==> src/rtl/key_schedule_engine_pkg.sv <==
// key_sched_pkg: definitions shared by the key schedule engine and its mixer.
//   state_e   : engine FSM states (IDLE, EMIT, DONE)
//   mix_sel_e : which transform of the stage word is used for a chunk
//   MIX_A5    : byte replicated across the word for the last mix term
//   mix_sel() : maps chunk index (mod 8) to a mix selection
package key_sched_pkg;

  typedef enum logic [1:0] {
    IDLE = 2'd0,
    EMIT = 2'd1,
    DONE = 2'd2
  } state_e;

  typedef enum logic [2:0] {
    MIX_ZERO  = 3'd0,
    MIX_STAGE = 3'd1,
    MIX_SWAP  = 3'd2,
    MIX_INV   = 3'd3,
    MIX_ROTQ  = 3'd4,
    MIX_SHL1  = 3'd5,
    MIX_SHR3  = 3'd6,
    MIX_XA5   = 3'd7
  } mix_sel_e;

  localparam logic [7:0] MIX_A5 = 8'hA5;

  // Only the low three index bits matter: the mix pattern repeats every 8 chunks.
  function automatic mix_sel_e mix_sel(input logic [2:0] j);
    return mix_sel_e'(j);
  endfunction

endpackage

==> src/rtl/key_schedule_engine_if.sv <==
// key_schedule_engine_if: request + chunk stream + status bundle.
//   master : drives start/key/stage/mode and chunk_ready (the requester)
//   slave  : drives chunk_valid/chunk/chunk_idx/busy/done/expanded_key (the engine)
// Handshake: a chunk transfers on a rising clk edge where chunk_valid and
// chunk_ready are both 1. Once chunk_valid is raised, chunk and chunk_idx stay
// constant until that transfer; chunk_valid never depends on chunk_ready.
// start is level-sampled only while the engine is idle.
interface key_schedule_engine_if #(
  parameter int KEY_W      = 32,
  parameter int NUM_CHUNKS = 8
);
  localparam int IDX_W = (NUM_CHUNKS > 1) ? $clog2(NUM_CHUNKS) : 1;

  logic                        start;
  logic [KEY_W-1:0]            key;
  logic [KEY_W-1:0]            stage;
  logic                        mode;
  logic                        chunk_valid;
  logic                        chunk_ready;
  logic [KEY_W-1:0]            chunk;
  logic [IDX_W-1:0]            chunk_idx;
  logic                        busy;
  logic                        done;
  logic [KEY_W*NUM_CHUNKS-1:0] expanded_key;

  modport master (
    output start, key, stage, mode, chunk_ready,
    input  chunk_valid, chunk, chunk_idx, busy, done, expanded_key
  );

  modport slave (
    input  start, key, stage, mode, chunk_ready,
    output chunk_valid, chunk, chunk_idx, busy, done, expanded_key
  );
endinterface

==> src/rtl/key_schedule_engine_chunk_mix.sv <==
// key_chunk_mix: combinational chunk generator.
//   key_i, stage_i : schedule operands
//   idx_i          : chunk index i
//   prev_i         : chunk i-1 (only used in chained mode, ignored for i=0)
//   mode_i         : 0 legacy, 1 chained
//   chunk_o        : key ^ m(i mod 8) ^ (i>>3) [^ rotl(prev,1) when chained]
module key_chunk_mix
  import key_sched_pkg::*;
#(
  parameter int KEY_W = 32,
  parameter int IDX_W = 3
) (
  input  logic [KEY_W-1:0] key_i,
  input  logic [KEY_W-1:0] stage_i,
  input  logic [IDX_W-1:0] idx_i,
  input  logic [KEY_W-1:0] prev_i,
  input  logic             mode_i,
  output logic [KEY_W-1:0] chunk_o
);
  localparam int H = KEY_W / 2;
  localparam int Q = KEY_W / 4;

  logic [5:0]       idx6;
  logic [KEY_W-1:0] a5_pat;
  logic [KEY_W-1:0] mix;
  logic [KEY_W-1:0] legacy;

  // 0xA5 repeated across the word, truncated if KEY_W is not a byte multiple.
  for (genvar b = 0; b < KEY_W; b++) begin : g_a5
    assign a5_pat[b] = MIX_A5[b % 8];
  end

  always_comb begin
    idx6 = 6'(idx_i);
    case (mix_sel(idx6[2:0]))
      MIX_ZERO:  mix = '0;
      MIX_STAGE: mix = stage_i;
      MIX_SWAP:  mix = {stage_i[H-1:0], stage_i[KEY_W-1:H]};
      MIX_INV:   mix = ~stage_i;
      MIX_ROTQ:  mix = {stage_i[KEY_W-Q-1:0], stage_i[KEY_W-1:KEY_W-Q]};
      MIX_SHL1:  mix = stage_i << 1;
      MIX_SHR3:  mix = stage_i >> 3;
      MIX_XA5:   mix = stage_i ^ a5_pat;
      default:   mix = '0;
    endcase
    legacy  = key_i ^ mix ^ KEY_W'(idx6[5:3]);
    chunk_o = (mode_i && (idx6 != 6'd0))
            ? legacy ^ {prev_i[KEY_W-2:0], prev_i[KEY_W-1]}
            : legacy;
  end
endmodule

==> src/rtl/key_schedule_engine.sv <==
// key_schedule_engine: expands (key, stage, mode) into NUM_CHUNKS chunks,
// streamed over a valid/ready port and accumulated into expanded_key
// (chunk 0 in the MSBs).
//   clk, rst_n : clock, asynchronous active-low reset (release synchronised)
//   bus        : key_schedule_engine_if.slave (request, chunk stream, status)
//   state_o    : current FSM state, for observation
module key_schedule_engine
  import key_sched_pkg::*;
#(
  parameter int KEY_W      = 32,
  parameter int NUM_CHUNKS = 8
) (
  input  logic                  clk,
  input  logic                  rst_n,
  key_schedule_engine_if.slave  bus,
  output state_e                state_o
);
  localparam int IDX_W = (NUM_CHUNKS > 1) ? $clog2(NUM_CHUNKS) : 1;
  localparam logic [IDX_W-1:0] LAST_IDX = IDX_W'(NUM_CHUNKS - 1);

  // Assert asynchronously, release after two clk edges.
  logic [1:0] rst_sync_q;
  logic       rst_int_n;

  always_ff @(posedge clk or negedge rst_n) begin
    if (!rst_n) rst_sync_q <= '0;
    else        rst_sync_q <= {rst_sync_q[0], 1'b1};
  end
  assign rst_int_n = rst_sync_q[1];

  state_e                      state_q, state_d;
  logic [KEY_W-1:0]            key_q, key_d;
  logic [KEY_W-1:0]            stage_q, stage_d;
  logic                        mode_q, mode_d;
  logic [IDX_W-1:0]            idx_q, idx_d;
  logic [KEY_W-1:0]            chunk_q, chunk_d;
  logic [KEY_W*NUM_CHUNKS-1:0] ek_q, ek_d;

  // One mixer, shared: in IDLE it precomputes chunk 0 from the live request,
  // in EMIT it computes the chunk after the one currently presented.
  logic [KEY_W-1:0] mix_key, mix_stage, mix_prev, mix_chunk;
  logic [IDX_W-1:0] mix_idx;
  logic             mix_mode;
  logic             xfer;

  key_chunk_mix #(.KEY_W(KEY_W), .IDX_W(IDX_W)) u_mix (
    .key_i   (mix_key),
    .stage_i (mix_stage),
    .idx_i   (mix_idx),
    .prev_i  (mix_prev),
    .mode_i  (mix_mode),
    .chunk_o (mix_chunk)
  );

  always_ff @(posedge clk or negedge rst_int_n) begin
    if (!rst_int_n) begin
      state_q <= IDLE;
      key_q   <= '0;
      stage_q <= '0;
      mode_q  <= 1'b0;
      idx_q   <= '0;
      chunk_q <= '0;
      ek_q    <= '0;
    end else begin
      state_q <= state_d;
      key_q   <= key_d;
      stage_q <= stage_d;
      mode_q  <= mode_d;
      idx_q   <= idx_d;
      chunk_q <= chunk_d;
      ek_q    <= ek_d;
    end
  end

  always_comb begin
    state_d   = state_q;
    key_d     = key_q;
    stage_d   = stage_q;
    mode_d    = mode_q;
    idx_d     = idx_q;
    chunk_d   = chunk_q;
    ek_d      = ek_q;
    mix_key   = key_q;
    mix_stage = stage_q;
    mix_mode  = mode_q;
    mix_idx   = idx_q + 1'b1;
    mix_prev  = chunk_q;
    xfer      = (state_q == EMIT) && bus.chunk_ready;

    case (state_q)
      IDLE: begin
        mix_key   = bus.key;
        mix_stage = bus.stage;
        mix_mode  = bus.mode;
        mix_idx   = '0;
        mix_prev  = '0;
        if (bus.start) begin
          key_d   = bus.key;
          stage_d = bus.stage;
          mode_d  = bus.mode;
          idx_d   = '0;
          chunk_d = mix_chunk;
          ek_d    = '0;
          state_d = EMIT;
        end
      end
      EMIT: begin
        if (xfer) begin
          ek_d[(NUM_CHUNKS - 1 - int'(idx_q)) * KEY_W +: KEY_W] = chunk_q;
          if (idx_q == LAST_IDX) begin
            state_d = DONE;
          end else begin
            idx_d   = idx_q + 1'b1;
            chunk_d = mix_chunk;
          end
        end
      end
      DONE:    state_d = IDLE;
      default: state_d = IDLE;
    endcase
  end

  assign bus.chunk_valid  = (state_q == EMIT);
  assign bus.busy         = (state_q == EMIT);
  assign bus.done         = (state_q == DONE);
  assign bus.chunk        = chunk_q;
  assign bus.chunk_idx    = idx_q;
  assign bus.expanded_key = ek_q;
  assign state_o          = state_q;
endmodule
==> src/flat_wrapper.sv <==
// flat-port wrapper written by rule: the top's interface ports become plain ports
module key_schedule_engine_flat import key_sched_pkg::*;
#(
  parameter int KEY_W      = 32,
  parameter int NUM_CHUNKS = 8
)
  (clk, rst_n, state_o, bus_start, bus_key, bus_stage, bus_mode, bus_chunk_ready, bus_chunk_valid, bus_chunk, bus_chunk_idx, bus_busy, bus_done, bus_expanded_key);
  key_schedule_engine_if #(.KEY_W(KEY_W), .NUM_CHUNKS(NUM_CHUNKS)) bus_i ();
  input  logic clk;
  input  logic rst_n;
  output state_e state_o;
  input wire logic [$bits(bus_i.start)-1:0] bus_start;
  input wire logic [$bits(bus_i.key)-1:0] bus_key;
  input wire logic [$bits(bus_i.stage)-1:0] bus_stage;
  input wire logic [$bits(bus_i.mode)-1:0] bus_mode;
  input wire logic [$bits(bus_i.chunk_ready)-1:0] bus_chunk_ready;
  output wire logic [$bits(bus_i.chunk_valid)-1:0] bus_chunk_valid;
  output wire logic [$bits(bus_i.chunk)-1:0] bus_chunk;
  output wire logic [$bits(bus_i.chunk_idx)-1:0] bus_chunk_idx;
  output wire logic [$bits(bus_i.busy)-1:0] bus_busy;
  output wire logic [$bits(bus_i.done)-1:0] bus_done;
  output wire logic [$bits(bus_i.expanded_key)-1:0] bus_expanded_key;
  assign bus_i.start = bus_start;
  assign bus_i.key = bus_key;
  assign bus_i.stage = bus_stage;
  assign bus_i.mode = bus_mode;
  assign bus_i.chunk_ready = bus_chunk_ready;
  assign bus_chunk_valid = bus_i.chunk_valid;
  assign bus_chunk = bus_i.chunk;
  assign bus_chunk_idx = bus_i.chunk_idx;
  assign bus_busy = bus_i.busy;
  assign bus_done = bus_i.done;
  assign bus_expanded_key = bus_i.expanded_key;
  key_schedule_engine #(.KEY_W(KEY_W), .NUM_CHUNKS(NUM_CHUNKS)) u_core (.clk(clk), .rst_n(rst_n), .bus(bus_i), .state_o(state_o));
endmodule
==> config.mk <==
export PLATFORM = sky130hd
export DESIGN_NAME = key_schedule_engine_flat
export DESIGN_NICKNAME = d
export VERILOG_FILES = /design/src/rtl/key_schedule_engine_pkg.sv /design/src/rtl/key_schedule_engine_if.sv /design/src/rtl/key_schedule_engine_chunk_mix.sv /design/src/rtl/key_schedule_engine.sv /design/src/flat_wrapper.sv
export SDC_FILE = /design/constraint.sdc
export NUM_CORES = 1
export LEC_CHECK = 0
export ABC_CLOCK_PERIOD_IN_PS = 13500
export CAP_MARGIN = 10
export CORE_UTILIZATION = 40
export CTS_CLUSTER_SIZE = 20
export DETAILED_ROUTE_END_ITERATION = 8
export DONT_BUFFER_PORTS = 1
export GPL_TIMING_DRIVEN = 0
export HOLD_SLACK_MARGIN = 0.1
export PLACE_DENSITY = 0.6
export RECOVER_POWER = 50
export SYNTH_ARGS = -nofsm -noshare
export SYNTH_HDL_FRONTEND = slang
export SYNTH_SLANG_ARGS = --single-unit
==> constraint.sdc <==
create_clock -name clk -period 13.5 [get_ports clk]
set_input_delay 1.35 -clock clk [delete_from_list [all_inputs] [get_ports clk]]
set_output_delay 1.35 -clock clk [all_outputs]
set_load 0.05 [all_outputs]
==> results.json <==
{
  "status": "finished, violations left",
  "violations": "max-capacitance violations, max-slew violations",
  "cpMostUsedCell": "clkbuf_1",
  "slew_headroom_pct": -165.1,
  "dr_wl_met3_um": 7060,
  "slew_viol_final": 294,
  "crit_path_end": "u_core.bus.expanded_key[158]",
  "crit_fanout": 71,
  "path_cells": "clkbuf_1 > clkbuf_1",
  "worst_setup_path_end_kind": "async pin",
  "cp.required_ns": 13.34,
  "cts_inserted_buffers": 41,
  "fillCellCount": 3963,
  "grt_max_degree": 74,
  "postSynthCellCount": 1659,
  "io-pin-count": 365,
  "io_buffers": 0,
  "hpwl_um": 50730,
  "place_congestion": 0.9475,
  "totalWireLength_um": 70020,
  "leakage_nw": 9.162,
  "dieWidth_um": 209.1,
  "drc": 0,
  "yosysUniqueCellTypes": 84,
  "syn_to_final_growth_pct": 12.17,
  "cp-start-kind": "flop",
  "grt_pass1_vias": 13950,
  "final-setup-viol-count": 0,
  "met2_length_um": 31830,
  "cts-htree-levels": 2,
  "cts.sinks": 360,
  "antenna_found_initial": 2,
  "drive_above_1_share_pct": 13.80,
  "synth-seq-area-share_pct": 52.49,
  "top_layer": "met5",
  "critPathLaunch": "u_core.rst_sync_q[1]",
  "postCtsSetupBuffers": 0,
  "ant_nets": 0,
  "insertion_delay_ns": 0.59,
  "period_minus_slack_ns": 7.135,
  "die_h_um": 209.1,
  "met1_length_um": 28080,
  "syn_area_per_cell_um2": 10.35,
  "fin_ws_ns": 6.365,
  "initial_utilization_pct": 40.74,
  "cts_tree": "built",
  "vias_per_cell": 6.204,
  "regToRegSetupSlack_ns": 6.37,
  "grtUsageTotal_pct": 32.04,
  "ys_warn_count": 0,
  "root_buffer": "clkbuf_16",
  "critPathKind": "flop to async pin",
  "clock_path_buffers": 3,
  "core-area_mm2": 0.04213,
  "drv_cap": 5,
  "fmax_mhz": 140.2,
  "grt_pass1_wl_um": 101700,
  "wl_per_cell_um": 30.71,
  "cp_slowest_cell": "clkbuf_1",
  "synthFlopType": "dfrtp_1",
  "async_flop_share_pct": 100.0,
  "rows": 75,
  "cts_resized": 0,
  "finalNetCount": 1783,
  "final_cell_area_mm2": 0.01925,
  "r2r-start": "u_core.rst_sync_q[1]",
  "grt-ovfl-total": 0,
  "synth_edf_count": 0,
  "drt_iter0_drc": 1411,
  "synth_fp_nets": 1733,
  "via_count": 14150,
  "fin_skew_ns": 0.02300,
  "rsz0062_at_grt": "false",
  "syn_area_mm2": 0.01716,
  "irDropWorstVdd_mv": 0.1454,
  "r2r-end": "u_core.bus.expanded_key[158]",
  "path_clk_slew_ns": 0.06,
  "place_ws_ns": 9.354,
  "drt_first_pass_iters": 5,
  "cp.arrival_ns": 6.97,
  "slowest_delay_ns": 2.70,
  "p_per_area_mw_per_mm2": 338.1,
  "finalSetupTns_ns": 0,
  "hold_buffers": 0,
  "placed_cell_area_mm2": 0.01800,
  "rr_worst_depth": 2,
  "hold_viol_final": 0,
  "hp-class": "flop to flop",
  "dieArea_mm2": 0.04374,
  "synth_seq_cells": 360,
  "max_slew.worst_pin.slew_ns": 3.976,
  "fin_crit_sh_pct": 52.85
}
==> how the worst min path moves through the flow <==
stage | from | depth (start not counted) | end
3_5_place_dp | u_core.rst_sync_q[0] | 0 | u_core.rst_sync_q[1]
3_3_place_gp | u_core.rst_sync_q[0] | 0 | u_core.rst_sync_q[1]
6_report | u_core.rst_sync_q[0] | 0 | u_core.rst_sync_q[1]
2_1_floorplan | u_core.rst_sync_q[0] | 0 | u_core.rst_sync_q[1]
4_1_cts | u_core.rst_sync_q[0] | 0 | u_core.rst_sync_q[1]
5_1_grt | u_core.rst_sync_q[0] | 0 | u_core.rst_sync_q[1]
==> placed cells by master, fill, tap and decap left out, types with 25 or more instances in the layout <==
master       n
nand2_1    369
dfrtp_1    360
a22o_1     193
nand3_1     96
buf_2       72
clkbuf_1    47
clkbuf_16   41
nor2_1      40
mux2i_1     39
xnor2_1     32
xor2_1      30
nand4_1     28
buf_4       25
==> synth_stat cells (all sizes together) (10+ instances only) <==
library cell	number	area share, %
o211ai	21	1.0
nand2	369	8.1
xor2	30	1.5
o21ai	35	1.0
mux2i	39	2.3
a21o	10	0.44
a2111oi	10	0.75
a21oi	22	0.75
inv	12	0.26
a22o	193	9.8
xnor2	32	1.6
a211oi	11	0.51
nand3	97	2.9
a31oi	13	0.47
o22ai	12	0.44
buf	118	4.5
nor3	17	0.62
clkbuf	48	1.4
nor2	46	1.1
nand4	28	1.0
a221o	13	0.76
dfrtp	360	52
nor3b	11	0.48
==> kinds of logic after synthesis <==
logic type,after synthesis,synth area share (%)
AND/OR/NAND/NOR,613,16.02
AO/OA/AOI/OAI,395,18.84
flip-flops,360,52.49
buffers and inverters,178,6.174
XOR/XNOR,62,3.164
multiplexers,45,2.930
adder cells (fa/ha/maj),5,0.3645
other,1,0.02185
==> power by group <==
group	switching (mW)	internal [mW]	total, mW
Combinational	1.73	0.938	2.67
Clock	0.468	0.642	1.11
Sequential	1.32	1.41	2.73
==> registers in the layout, indices dropped and copies added (netlist names) <==
register and count:
u_core.bus.chunk 32, u_core.bus.chunk_idx 3, u_core.bus.expanded_key 256, u_core.key_q 32
u_core.mode_q 1, u_core.rst_sync_q 2, u_core.stage_q 32, u_core.state_o 2
==> per-stage QoR <==
stage	total power, mW	hold slack, ns	instances	utilization (%)
final	6.510	0.3575	2280	45.70
after CTS	6.480	0.3588	2278	45.92
after detailed placement	5.359	0.3388	2205	42.73
after global routing	6.763	0.3657	2278	45.68
after floorplan	4.303	0.3312	1659	-
after global placement	5.328	0.3395	2198	42.34
==> layer usage <==
layer  vias up  track usage (%)
li1       6063                -
met1      7149            40.81
met2       778            50.06
met3       154            10.46
met4         2            13.24
met5         -                0
==> worst max-delay path, delay by kind of cell (launching register included) <==
kind,cells,cell delay [ns]
buf+inv,2,4.82
flops,1,1.47
==> cell type report <==
cell class                 count  area (um^2)  area share, %
antenna                        2        5.005        0.02599
sequential                   360         9009          46.79
timing repair buffer           7        65.06         0.3379
clock inverter                11        141.4         0.7343
clock buffer                  62         1205          6.258
inverter                      12        45.04         0.2339
tap                          539        674.4          3.503
multi-input combinational   1121         7096          36.85
buffer                       166         1013          5.264
(Power assumes the default switching activity.)
